`src/rtl/pc_ctrl_pkg.sv`:
```
// Shared encodings for the PC update path: FSM states, branch kinds,
// PC-source mux selects and exception causes.
package pc_ctrl_pkg;

    typedef enum logic [2:0] {
        ST_IDLE,
        ST_SAVE_EPC,
        ST_MEM_REQ,
        ST_MEM_WAIT,
        ST_LOAD_PC
    } state_t;

    typedef enum logic [1:0] {
        BR_BEQ = 2'b00,
        BR_BNE = 2'b01,
        BR_BLE = 2'b10,
        BR_BGT = 2'b11
    } branch_t;

    // PC-source mux inputs; only the ends and MemDataReg matter here
    localparam logic [2:0] PCSRC_PC   = 3'b000;
    localparam logic [2:0] PCSRC_MDR  = 3'b011;
    localparam logic [2:0] PCSRC_REGA = 3'b111;

    typedef enum logic [1:0] {
        CAUSE_NONE     = 2'b00,
        CAUSE_OPCODE   = 2'b01,
        CAUSE_OVERFLOW = 2'b10,
        CAUSE_DIVZERO  = 2'b11
    } cause_t;

endpackage

```
`src/rtl/pc_update_unit_branch_eval.sv`:
```
// Branch outcome from the comparison kind and the ALU flags.
module branch_eval
    import pc_ctrl_pkg::*;
(
    input  logic [1:0] branch_type,
    input  logic       alu_zero,
    input  logic       alu_gt,
    output logic       taken
);

    always_comb begin
        taken = 1'b0;
        case (branch_type)
            BR_BEQ:  taken = alu_zero;
            BR_BNE:  taken = !alu_zero;
            BR_BLE:  taken = !alu_gt;
            BR_BGT:  taken = alu_gt;
            default: taken = 1'b0;
        endcase
    end

endmodule

```
`src/rtl/pc_update_unit.sv`:
```
// Program counter / EPC owner with a small exception sequencer that saves EPC,
// fetches the handler byte from the vector table and reloads PC via MemDataReg.
module pc_update_unit
    import pc_ctrl_pkg::*;
#(
    parameter logic [31:0] VEC_OPCODE   = 32'd253,
    parameter logic [31:0] VEC_OVERFLOW = 32'd254,
    parameter logic [31:0] VEC_DIVZERO  = 32'd255
) (
    input  logic        clk,
    input  logic        reset,
    input  logic [31:0] pc_next,
    input  logic [2:0]  ctrl_pc_source,
    input  logic        pc_write,
    input  logic        pc_write_cond,
    input  logic [1:0]  branch_type,
    input  logic        alu_zero,
    input  logic        alu_gt,
    input  logic        exc_opcode,
    input  logic        exc_overflow,
    input  logic        exc_divzero,
    output logic [31:0] pc,
    output logic [31:0] epc,
    output logic [2:0]  pc_source,
    output logic [31:0] exc_mem_addr,
    output logic        exc_mem_read,
    output logic        mdr_write,
    output logic        exc_busy,
    output logic [1:0]  exc_cause
);

    state_t      state;
    logic        taken;
    logic        exc_any;
    cause_t      cause_new;
    logic [31:0] vec_addr;

    branch_eval u_branch_eval (
        .branch_type (branch_type),
        .alu_zero    (alu_zero),
        .alu_gt      (alu_gt),
        .taken       (taken)
    );

    assign exc_any = exc_opcode | exc_overflow | exc_divzero;

    always_comb begin
        cause_new = CAUSE_DIVZERO;
        if (exc_opcode)
            cause_new = CAUSE_OPCODE;
        else if (exc_overflow)
            cause_new = CAUSE_OVERFLOW;
    end

    always_ff @(posedge clk) begin
        if (reset) begin
            state     <= ST_IDLE;
            pc        <= '0;
            epc       <= '0;
            exc_cause <= CAUSE_NONE;
        end else begin
            case (state)
                ST_IDLE: begin
                    // An exception wins over any PC write requested in the same cycle
                    if (exc_any) begin
                        exc_cause <= cause_new;
                        state     <= ST_SAVE_EPC;
                    end else if (pc_write || (pc_write_cond && taken)) begin
                        pc <= pc_next;
                    end
                end
                ST_SAVE_EPC: begin
                    // PC already points past the faulting instruction
                    epc   <= pc - 32'd4;
                    state <= ST_MEM_REQ;
                end
                ST_MEM_REQ:  state <= ST_MEM_WAIT;
                ST_MEM_WAIT: state <= ST_LOAD_PC;
                ST_LOAD_PC: begin
                    pc    <= pc_next;
                    state <= ST_IDLE;
                end
                default: state <= ST_IDLE;
            endcase
        end
    end

    always_comb begin
        case (exc_cause)
            CAUSE_OPCODE:   vec_addr = VEC_OPCODE;
            CAUSE_OVERFLOW: vec_addr = VEC_OVERFLOW;
            CAUSE_DIVZERO:  vec_addr = VEC_DIVZERO;
            default:        vec_addr = '0;
        endcase
    end

    // Decoded straight from the state, but forced quiet while reset is held
    assign exc_busy     = !reset && (state != ST_IDLE);
    assign exc_mem_read = !reset && (state == ST_MEM_REQ);
    assign mdr_write    = !reset && (state == ST_MEM_WAIT);
    assign exc_mem_addr = (exc_mem_read || mdr_write) ? vec_addr : '0;
    assign pc_source    = (state == ST_LOAD_PC) ? PCSRC_MDR : ctrl_pc_source;

endmodule
```
`config.mk`:
```
export PLATFORM = sky130hd
export DESIGN_NAME = pc_update_unit
export DESIGN_NICKNAME = d
export VERILOG_FILES = /design/src/rtl/pc_ctrl_pkg.sv /design/src/rtl/pc_update_unit_branch_eval.sv /design/src/rtl/pc_update_unit.sv
export SDC_FILE = /design/constraint.sdc
export NUM_CORES = 1
export LEC_CHECK = 0
export ABC_AREA = 1
export CAP_MARGIN = 0
export CORE_UTILIZATION = 42
export CTS_BUF_LIST = sky130_fd_sc_hd__clkbuf_8
export DETAILED_ROUTE_END_ITERATION = 12
export DONT_BUFFER_PORTS = 1
export PLACE_DENSITY_LB_ADDON = 0.25
export SYNTH_ARGS = -nofsm -noshare
export SYNTH_HDL_FRONTEND = slang
export SYNTH_SLANG_ARGS = --single-unit
```
`constraint.sdc`:
```
create_clock -name clk -period 3.2 [get_ports clk]
set_clock_uncertainty 0.15 [all_clocks]
set_input_delay 0.16 -clock clk [delete_from_list [all_inputs] [get_ports clk]]
set_output_delay 0.16 -clock clk [all_outputs]
set_load 0.03 [all_outputs]
```
==> results of run 1 <==
==> synthesized netlist by cell type <==
cell	count
o21ai_1	3
conb_1	1
a31oi_1	4
o21bai_1	1
nor4_1	1
clkbuf_1	3
buf_1	3
xor2_1	4
nor2_8	1
nand2_1	140
buf_4	29
o21ai_2	1
a21oi_1	42
inv_2	4
nand2_2	2
xnor2_1	3
dfxtp_1	69
buf_6	6
ha_1	1
o21ai_0	28
nor2_1	103
nor2_2	6
o211ai_1	1
or2_2	3
nand3b_1	2
nand4_1	7
buf_2	12
inv_1	91
nand3_1	61
==> cell type report <==
cell class,instances,area (sq um)
fill,948,4760
multi-input combinational,438,1970
sequential,69,1380
timing repair buffer,39,383
inverter,95,357
tap,111,139
clock buffer,10,138
clock inverter,5,75.1
==> worst max-delay path by stage <==
stage                                         start              endpoint  slack (ns)  depth (start not counted)
after floorplan           exc_cause[0]$_SDFFE_PP0P_       exc_mem_addr[3]        1.30                          3
final                         state[2]$_SDFFE_PP0P_  epc[26]$_SDFFE_PP0P_        1.01                          7
after CTS                     state[2]$_SDFFE_PP0P_   epc[9]$_SDFFE_PP0P_        1.01                          7
after global routing          state[2]$_SDFFE_PP0P_   epc[9]$_SDFFE_PP0P_        0.71                          7
after detailed placement      state[2]$_SDFFE_PP0P_   epc[9]$_SDFFE_PP0P_        1.03                          7
after global placement        state[2]$_SDFFE_PP0P_  epc[26]$_SDFFE_PP0P_        1.08                          7
==> metrics by stage <==
step / area [sq um] / setup slack, ns / hold slack (ns) / instances / power [mW]
after CTS: 4440 / 1.01 / 0.00435 / 767 / 3.05
after floorplan: 4060 / 1.30 / 0.0791 / 655 / 2.08
after global placement: 3870 / 1.08 / 0.0804 / 716 / 2.23
after detailed placement: 3870 / 1.03 / 0.0829 / 716 / 2.23
after global routing: 4440 / 0.714 / 0.0486 / 767 / 3.24
final: 4440 / 1.01 / 0.0109 / 767 / 3.04
==> power by group through the flow <==
stage | Combinational [mW] | Clock (mW) | Sequential (mW)
final | 0.901 | 0.786 | 1.36
after global routing | 1.03 | 0.836 | 1.37
after CTS | 0.896 | 0.796 | 1.36
after global placement | 0.848 | 0 | 1.38
after detailed placement | 0.856 | 0 | 1.38
after floorplan | 0.760 | 0 | 1.32
==> flip-flops by register name, summed over array words and instances (netlist names) <==
| signal | cells |
|---|---|
| pc | 32 |
| state | 3 |
| epc | 32 |
| exc_cause | 2 |
==> critical path: stages (launching register included) <==
cell and delay [ns]:
dfxtp_1 0.35, nor2_1 0.15, nand2_1 0.27, inv_2 0.58, nand2_2 0.35, nand2_1 0.17
nand2_1 0.06, inv_1 0.04
==> logic make-up (layout without fill, tap and decap cells) <==
family          Yosys count  after routing  share of synthesized area [%]
buf+inv                 148            149                           18.3
other cells               1             24                         0.0945
fa+ha+maj                 1              1                          0.315
flops                    69             69                           34.8
compound gates           80             80                           10.4
simple gates            326            326                           34.6
xor+xnor                  7              7                           1.54
==> placed cells by master, fill, tap and decap left out, drive strengths merged <==
cell	synthesis	routed
bufinv	0	2
nand3	61	61
a31oi	4	4
o21bai	1	1
clkinv	0	3
inv	95	95
o211ai	1	1
or2	3	3
dlygate4sd3	0	36
nor2	110	110
xor2	4	4
nor4	1	1
buf	50	3
o21ai	32	32
ha	1	1
xnor2	3	3
clkbuf	3	10
nand3b	2	2
conb	1	24
a21oi	42	42
nand4	7	7
nand2	142	142
dfxtp	69	69
==> layer usage <==
| metal | GRT usage, % | wire [um] | vias to the layer above |
|---|---|---|---|
| li1 | - | - | 1959 |
| met1 | 26.2 | 4460 | 1696 |
| met2 | 35.2 | 5050 | 141 |
| met3 | 6.32 | 869 | 21 |
| met4 | 11.0 | 306 | 0 |
| met5 | 0 | 0 | - |
==> what timing repair did <==
| item | 4_1_cts | 5_1_grt |
|---|---|---|
| setup endpoints to repair | 0 | 0 |
| gates resized for setup | 0 | 0 |
| buffers inserted | 0 | 0 |
| hold endpoints to repair | 37 | 0 |
| hold buffers | 36 | 0 |
==> out/summary.txt, run 1 <==
Run status: finished clean
R2R cell count: 7
Min-Delay Path Class: in2reg
Wirelength, routed: 10.7 mm
Crit path DAT: 2.34 ns
# DRC: 0
Critical path type: reg2reg
Initial core utilization: 43.2%
Die width: 99.2 um
R2r setup slk: 1.01 ns
Post-synthesis sequential area ratio: 34.8%
Initial antenna violation count: 0
Final min period: 2.19 ns
Crit path required time: 3.35 ns
CP Launch Type: flip-flop
Worst-margin pin slew: 0.791 ns
Synth Cell Area: 0.00397 sq mm
Sw Pwr: 1.32 mW
Cells after Synth: 632
Die span in y: 99.2 um
Sw Share: 43.4%
Hold Violations, Final: 0
Yosys Warn Count: 0
Max Cap Viol: 0
Clock slew seen by the registers of the worst setup and hold paths: 0.07 ns
Total gr overflow: 0
Pwr per Cell Area: 686 mW/mm^2
Via density: 4.98
Leak: 2.28 nW
IO buf count: 0
Clock Latency Late Sink: 0.36 ns
CTS tree: built
Core area: 0.00920 sq mm
Hold Path Stages: 4
Seq pwr share: 44.6%
RSZ-0062 raised after global routing: false
Max Root-Sink Buffers: 2
Total track usage: 21.7%
Post-DP HPWL: 7.43 mm
Netlist cell types: 29
Area growth from synthesis to layout: 11.9%
Worst vdd ir: 0.257 mV
Fin crit share: 68.4%
CTS buffer count: 9
Clk sinks: 69
Share of cells above drive strength 1: 5.64%
Hold wc startpoint: exc_divzero
Clock share of power: 25.8%
Crit end category: flip-flop
DRT Pass-1 Iters: 5
Yosys top cell area share: 34.8%
GPL Wtd Cong: 0.899
R2r endpoint: epc[26]$_SDFFE_PP0P_
Clock Tree Root: clkbuf_8
DR vias: 3817
Upper clock frequency limit: 457 MHz
Worst R2R Start: state[2]$_SDFFE_PP0P_
ANT nets after route: 0
Hold endpoint: state[0]$_SDFFE_PP0P_
Slew HR: 47.2%
Logic pwr share: 29.6%
Initial detailed-routing violation count: 244
Vias in the first global route: 3315
First-pass GRT wire length: 16.5 mm
Mean Syn Cell Area: 6.28 sq um
Post-synth top area cell: dfxtp_1
ANT cells: 0
Final Max Slew Viols: 0
Ports: 150
Final net count: 699
Internal Power: 1.72 mW
Final Core Density: 48.3%
Synth area leaders: dfxtp_1 35%, nand2_1 13%, nor2_1 9.7%
Crit-path max FO: 41
Setup TNS: 0 ns
DR WL/cell: 13.9 um
Setup violators final: 0
Post-synthesis register bit count: 69
Overall die area: 0.00984 sq mm
H-tree depth: 3
Rows: 35
Largest net degree at the start of global routing: 65
(Power assumes the default switching activity.)
==> inputs of run 2 (changes only) <==
Clock period 3.2 ns to 2.01 ns, I/O delays scaled along.
==> out/summary.txt, run 2 (same netlist as run 1, synthesis figures left out) <==
Sw Pwr: 2.18 mW (+65%)
Hold endpoint: pc[11]$_SDFFE_PP0P_
Setup bufs post-CTS: 0 (unchanged)
Max Root-Sink Buffers: 2 (unchanged)
Hold Violations, Final: 0 (unchanged)
Final min period: 1.92 ns (-0.270 ns)
IO buf count: 0 (unchanged)
Worst vdd ir: 0.413 mV (+61%)
Initial detailed-routing violation count: 187 (-23%)
DR vias: 3949 (+3.5%)
Area growth from synthesis to layout: 20.0%
Crit path DAT: 2.01 ns (-0.33 ns)
Upper clock frequency limit: 521 MHz (+14%)
Rows: 35 (unchanged)
RSZ-0062 raised after global routing: false
Overall die area: 0.00984 sq mm (unchanged)
Total gr overflow: 0 (unchanged)
H-tree depth: 3 (unchanged)
Pwr per Cell Area: 1040 mW/mm^2 (+52%)
Die width: 99.2 um (unchanged)
Critical path type: reg2reg
Worst R2R Start: state[2]$_SDFFE_PP0P_
Crit path required time: 2.11 ns (-1.24 ns)
Wirelength, routed: 11.6 mm (+8.2%)
GPL Wtd Cong: 0.979 (+8.8%)
Clock Latency Late Sink: 0.36 ns (about the same)
Layout Cell Area excl Fill: 0.00476 sq mm (+7.2%)
Ports: 150 (unchanged)
Area of the multi-input gates: 0.00197 sq mm (+0.19%)
Crit-path max FO: 4 (-90%)
# DRC: 0 (unchanged)
Reg area: 0.00138 sq mm (unchanged)
Initial core utilization: 43.2% (unchanged)
Placed cell area: 0.00416 sq mm (+7.5%)
Slew HR: 49.1% (+1.8 points)
Max Cap Viol: 0 (unchanged)
Hold Path Stages: 4 (unchanged)
DR WL/cell: 14.4 um (+3.4%)
Fillers: 932 (-1.7%)
First-pass GRT wire length: 18.6 mm (+12%)
Final Core Density: 51.8% (+3.5 points)
Commonest non-fill, non-tap cell in the layout: nand2_1
Leak: 2.47 nW (+8.3%)
Vias in the first global route: 3663 (+10%)
Largest net degree at the start of global routing: 65 (unchanged)
Total track usage: 24.1% (+2.3 points)
Sw Share: 43.9% (+0.52 points)
Top flop regs: epc: 32 flops, pc: 32 flops, state: 3 flops
Clock slew seen by the registers of the worst setup and hold paths: 0.08 ns (about the same)
Setup TNS: 0 ns (unchanged)
Setup violators final: 0 (unchanged)
Final Max Slew Viols: 0 (unchanged)
CTS tree: built
Post-DP HPWL: 8.26 mm (+11%)
Logic pwr share: 35.9% (+6.3 points)
Core area: 0.00920 sq mm (unchanged)
ANT nets after route: 0 (unchanged)
Clock share of power: 24.2% (-1.6 points)
Clock Tree Root: clkbuf_8
Final net count: 734 (+5.0%)
Worst-margin pin slew: 0.761 ns (-0.0300 ns)
Hold wc startpoint: pc_write
Most frequent cells in the layout: 140 x nand2_1, 103 x nor2_1, 90 x inv_1, 69 x dfxtp_1, 61 x nand3_1
R2r setup slk: 0.09 ns (-0.92 ns)
CP Launch Type: flip-flop
Seq pwr share: 40.0% (-4.6 points)
Run status: finished clean
Share of cells above drive strength 1: 10.3% (+4.6 points)
Min-Delay Path Class: in2reg
Initial antenna violation count: 0 (unchanged)
Die span in y: 99.2 um (unchanged)
Internal Power: 2.78 mW (+62%)
Crit end category: flip-flop
Fin crit share: 95.5% (+27 points)
Via density: 4.92 (-1.2%)
Clk sinks: 69 (unchanged)
R2r endpoint: exc_cause[0]$_SDFFE_PP0P_
ANT cells: 0 (unchanged)
DRT Pass-1 Iters: 4 (-1)
CTS buffer count: 9 (unchanged)
R2R cell count: 9 (+2)
## run 2: cell types whose count changed in the layout (fill, tap and decap cells not counted), sizes merged
cell	change
dlygate4sd3	+3
clkinv	-1
clkbuf	+1
bufinv	-1
buf	+32
clkinvlp	+2
## run 2: through the flow
step,instances,setup slack (ns),hold slack [ns],power (mW)
final,803,0.0910,0.146,4.97
after global routing,803,0.00608,0.168,5.29
after CTS,803,0.119,0.133,4.99
after detailed placement,748,0.275,0.0235,3.72
after global placement,748,0.286,0.0209,3.71
after floorplan,655,0.173,0.0196,3.31
## run 2: how the worst max path moves through the flow
stage | depth (start not counted) | to | slack [ns] | from
finish | 9 | exc_cause[0]$_SDFFE_PP0P_ | 0.09 | state[2]$_SDFFE_PP0P_
global route | 9 | exc_cause[0]$_SDFFE_PP0P_ | 0.006 | state[2]$_SDFFE_PP0P_
CTS | 9 | exc_cause[0]$_SDFFE_PP0P_ | 0.12 | state[2]$_SDFFE_PP0P_
detailed placement | 7 | pc[5]$_SDFFE_PP0P_ | 0.28 | alu_zero
global placement | 9 | epc[30]$_SDFFE_PP0P_ | 0.29 | pc[17]$_SDFFE_PP0P_
floorplan | 3 | exc_mem_addr[3] | 0.17 | exc_cause[0]$_SDFFE_PP0P_
## run 2: what timing repair did
item                       CTS  global route
setup endpoints to repair    0             1
resized for setup            0             2
hold endpoints to repair    38             0
hold buffers                39             0
## run 2: power groups by stage
stage	Sequential (mW)	Clock, mW	Combinational, mW
6_report	1.98	1.20	1.78
2_1_floorplan	2.10	0	1.21
3_3_place_gp	2.02	0	1.69
5_1_grt	2.01	1.28	2.00
4_1_cts	1.99	1.23	1.77
3_5_place_dp	2.02	0	1.71
## run 2: layout make-up
cell class,count,area share (%)
multi-input combinational,438,41.4
sequential,69,29.0
timing repair buffer,74,14.8
inverter,95,7.49
clock buffer,11,3.18
tap,111,2.92
clock inverter,5,1.23
## run 2: worst max-delay path: stages (launching register included)
cell	delay, ns
dfxtp_1	0.36
nor2_1	0.13
nand2_1	0.10
inv_2	0.07
nand2_2	0.06
inv_2	0.11
nand2_1	0.09
o21ai_2	0.12
dlygate4sd3_1	0.58
a21oi_1	0.04
## run 2: per-layer routing
| layer | part of all wire (%) | wire (um) | track usage (%) |
|---|---|---|---|
| met1 | 45 | 5180 | 30.7 |
| met2 | 48 | 5500 | 39.4 |
| met3 | 5.3 | 610 | 5.27 |
| met4 | 2.3 | 263 | 9.84 |
| met5 | 0 | 0 | 0 |
==> inputs of run 3 (changes only) <==
Settings changed: ABC_AREA 1 to unset.
==> out/summary.txt, run 3 <==
Run status: finished, violations left
Violations in the final reports: setup timing
Setup ws final: -0.125 ns (-0.216 ns)
DR WL/cell: 16.1 um (+12%)
Post-synth top area cell: dfxtp_1
Yosys top cell area share: 39.2% (+4.4 points)
Post-synthesis async set-or-reset flop share: 0% (unchanged)
Cells after Synth: 394 (-38%)
Worst R2R Start: pc[8]$_SDFFE_PP0P_
Most frequent cells after synthesis: 69 x dfxtp_1, 66 x nand2b_1, 47 x nor2_1
DRT Pass-1 Iters: 4 (unchanged)
CP Launch Type: flip-flop
Final Max Slew Viols: 0 (unchanged)
Synth Cell Area: 0.00352 sq mm (-11%)
Tot Pwr: 4.58 mW (-7.7%)
EDFF count, synth: 0 (unchanged)
GPL Wtd Cong: 0.763 (-22%)
Max Root-Sink Buffers: 2 (unchanged)
IO buf count: 0 (unchanged)
Hold Violations, Final: 0 (unchanged)
Die width: 93.6 um (-5.7%)
Clock Latency Late Sink: 0.35 ns (about the same)
Post-DP HPWL: 5.65 mm (-32%)
Netlist cell types: 41 (+41%)
Core area: 0.00818 sq mm (-11%)
Worst vdd ir: 0.438 mV (+6.0%)
CP Buf/Inv Count: 0 (-3)
Commonest non-fill, non-tap cell in the layout: nand2b_1
R2r setup slk: -0.12 ns (-0.22 ns)
Slowest cell on crit path: or4_4
Min-Delay Path Class: in2reg
ANT cells: 0 (unchanged)
Share of cells above drive strength 1: 25.4% (+15 points)
Layout Cell Area excl Fill: 0.00490 sq mm (+2.9%)
Ports: 150 (unchanged)
Slew HR: 62.2% (+13 points)
Crit end category: flip-flop
DR vias: 3013 (-24%)
Final net count: 527 (-28%)
Crit-path max FO: 3 (-1)
Overall die area: 0.00876 sq mm (-11%)
Wirelength, routed: 9.48 mm (-18%)
CTS tree: built
Total gr overflow: 0 (unchanged)
Crit path DAT: 2.26 ns (+0.25 ns)
Final Core Density: 59.9% (+8.2 points)
Initial antenna violation count: 0 (unchanged)
First-pass GRT wire length: 13.5 mm (-27%)
Leak: 2.05 nW (-17%)
CTS buffer count: 9 (unchanged)
Rows: 33 (-5.7%)
Clock slew seen by the registers of the worst setup and hold paths: 0.07 ns (about the same)
Post-synthesis sequential area ratio: 39.2% (+4.4 points)
Worst-margin pin slew: 0.566 ns (-0.196 ns)
Die span in y: 93.6 um (-5.7%)
Area growth from synthesis to layout: 39.1%
Initial core utilization: 43.1% (-0.059 points)
Synth area leaders: dfxtp_1 39%, nand2b_1 12%, mux2i_1 9.1%
Via density: 5.11 (+3.8%)
Max Cap Viol: 0 (unchanged)
Cell family with most CP delay: simple AND/OR/NAND/NOR gates
Clock Tree Root: clkbuf_8
Hold wc startpoint: reset
Count leader, synth: dfxtp_1
Pwr per Cell Area: 935 mW/mm^2 (-10%)
Total track usage: 20.4% (-3.6 points)
Most frequent cells in the layout: 66 x nand2b_1, 60 x dfxtp_1, 46 x nor2_1, 46 x buf_4, 38 x dlygate4sd3_1
Critical path type: reg2reg
Placed cell area: 0.00385 sq mm (-7.3%)
Top flop regs: epc: 32 flops, pc: 32 flops, state: 3 flops
RSZ-0062 raised after global routing: true
Upper clock frequency limit: 468 MHz (-10%)
Final min period: 2.13 ns (+0.216 ns)
# DRC: 0 (unchanged)
Fin crit share: 106% (+11 points)
Post-synth top flop: dfxtp_1
Largest stage delay, worst path: 0.55 ns (-0.03 ns)
Crit path required time: 2.14 ns (+0.03 ns)
Initial detailed-routing violation count: 104 (-44%)
Post-synthesis register bit count: 69 (unchanged)
CP Cell Sequence: or4_4 > nor4_4 > or4b_1 > xor2_1 > a211oi_2
Largest net degree at the start of global routing: 68 (+4.6%)
ANT nets after route: 0 (unchanged)
Setup violators final: 16 (+16)
Yosys Warn Count: 0 (unchanged)
Clk sinks: 69 (unchanged)
Mean Syn Cell Area: 8.94 sq um (+42%)
Crit. Startpoint: pc[8]$_SDFFE_PP0P_
H-tree depth: 3 (unchanged)
Vias in the first global route: 2744 (-25%)
==> run 3: changes by cell type after synthesis, moves of 7 or more <==
cell / previous run / this run
a211oi_1: 0 / 27
a21oi_1: 42 / 4
buf_2: 12 / 1
clkbuf_1: 3 / 20
inv_1: 91 / 3
mux2i_1: 0 / 32
nand2_1: 140 / 8
nand2b_1: 0 / 66
nand3_1: 61 / 7
nor2_1: 103 / 47
o21ai_0: 28 / 1
xnor2_1: 3 / 10
xor2_1: 4 / 17
==> run 3: worst paths after layout <==
kind | endpoint | depth (start not counted)
min | pc[0]$_SDFFE_PP0P_ | 3
max reg2reg | epc[19]$_SDFFE_PP0P_ | 5
min reg2reg | state[0]$_SDFFE_PP0P_ | 2
max | epc[19]$_SDFFE_PP0P_ | 5
==> run 3: metal layers <==
metal	global-route usage (%)	vias to the layer above	wire length, um
li1	-	1467	-
met1	22.7	1414	3870
met4	8.85	0	176
met2	35.0	118	4680
met3	7.32	14	764
met5	0	-	0
==> run 3: cell families (layout without fill, tap and decap cells) <==
group / count (synthesis) / count (layout) / synth area share, %
AND/OR/NAND/NOR: 169 / 169 / 27.1
XOR/XNOR: 27 / 27 / 6.71
adder cells (fa/ha/maj): 1 / 1 / 0.355
flip-flops: 69 / 69 / 39.2
multiplexers: 32 / 32 / 9.09
AO/OA/AOI/OAI: 41 / 41 / 8.56
buffers and inverters: 54 / 122 / 8.88
other: 1 / 24 / 0.106
==> run 3: report_power, final <==
part | leakage (nW) | internal [mW] | switching, mW | total, mW
registers | 0.569 | 1.48 | 0.263 | 1.75
clock network | 0.129 | 0.945 | 0.546 | 1.49
logic | 1.35 | 0.628 | 0.714 | 1.34
total | 2.05 | 3.06 | 1.52 | 4.58
==> run 3: metrics by stage <==
stage	hold WS, ns	cells	setup WS (ns)	TNS [ns]
after floorplan	0.0461	417	-0.355	-2.39
after global placement	0.0278	517	-0.108	-0.836
after detailed placement	0.0295	517	-0.138	-1.46
after CTS	0.0131	583	-0.139	-1.15
after global routing	0.0475	590	-0.212	-2.43
final	0.0281	590	-0.125	-0.765
==> run 3: tightest hold or removal path, delay by kind of cell <==
family	cells	cell delay, ns
muxes	1	0.06
and+or+nand+nor	1	0.13
buffers and inverters	1	0.18
==> run 3: final cells by class <==
type / count / area (sq um)
Fill cell: 717 / 3270
Multi-Input combinational cell: 294 / 2100
Sequential cell: 69 / 1400
Timing Repair Buffer: 103 / 996
Clock inverter: 7 / 138
Tap cell: 105 / 131
Clock buffer: 9 / 124
Inverter: 3 / 11.3
==> run 3: what timing repair did <==
action | 4_1_cts | 5_1_grt
pin swaps | 9 | 21
hold buffers | 40 | 0
buffers inserted | 8 | 7
gates resized for setup | 21 | 30
hold endpoints to repair | 69 | 0
endpoints found under the setup margin | 19 | 33
gates cloned | 2 | 2
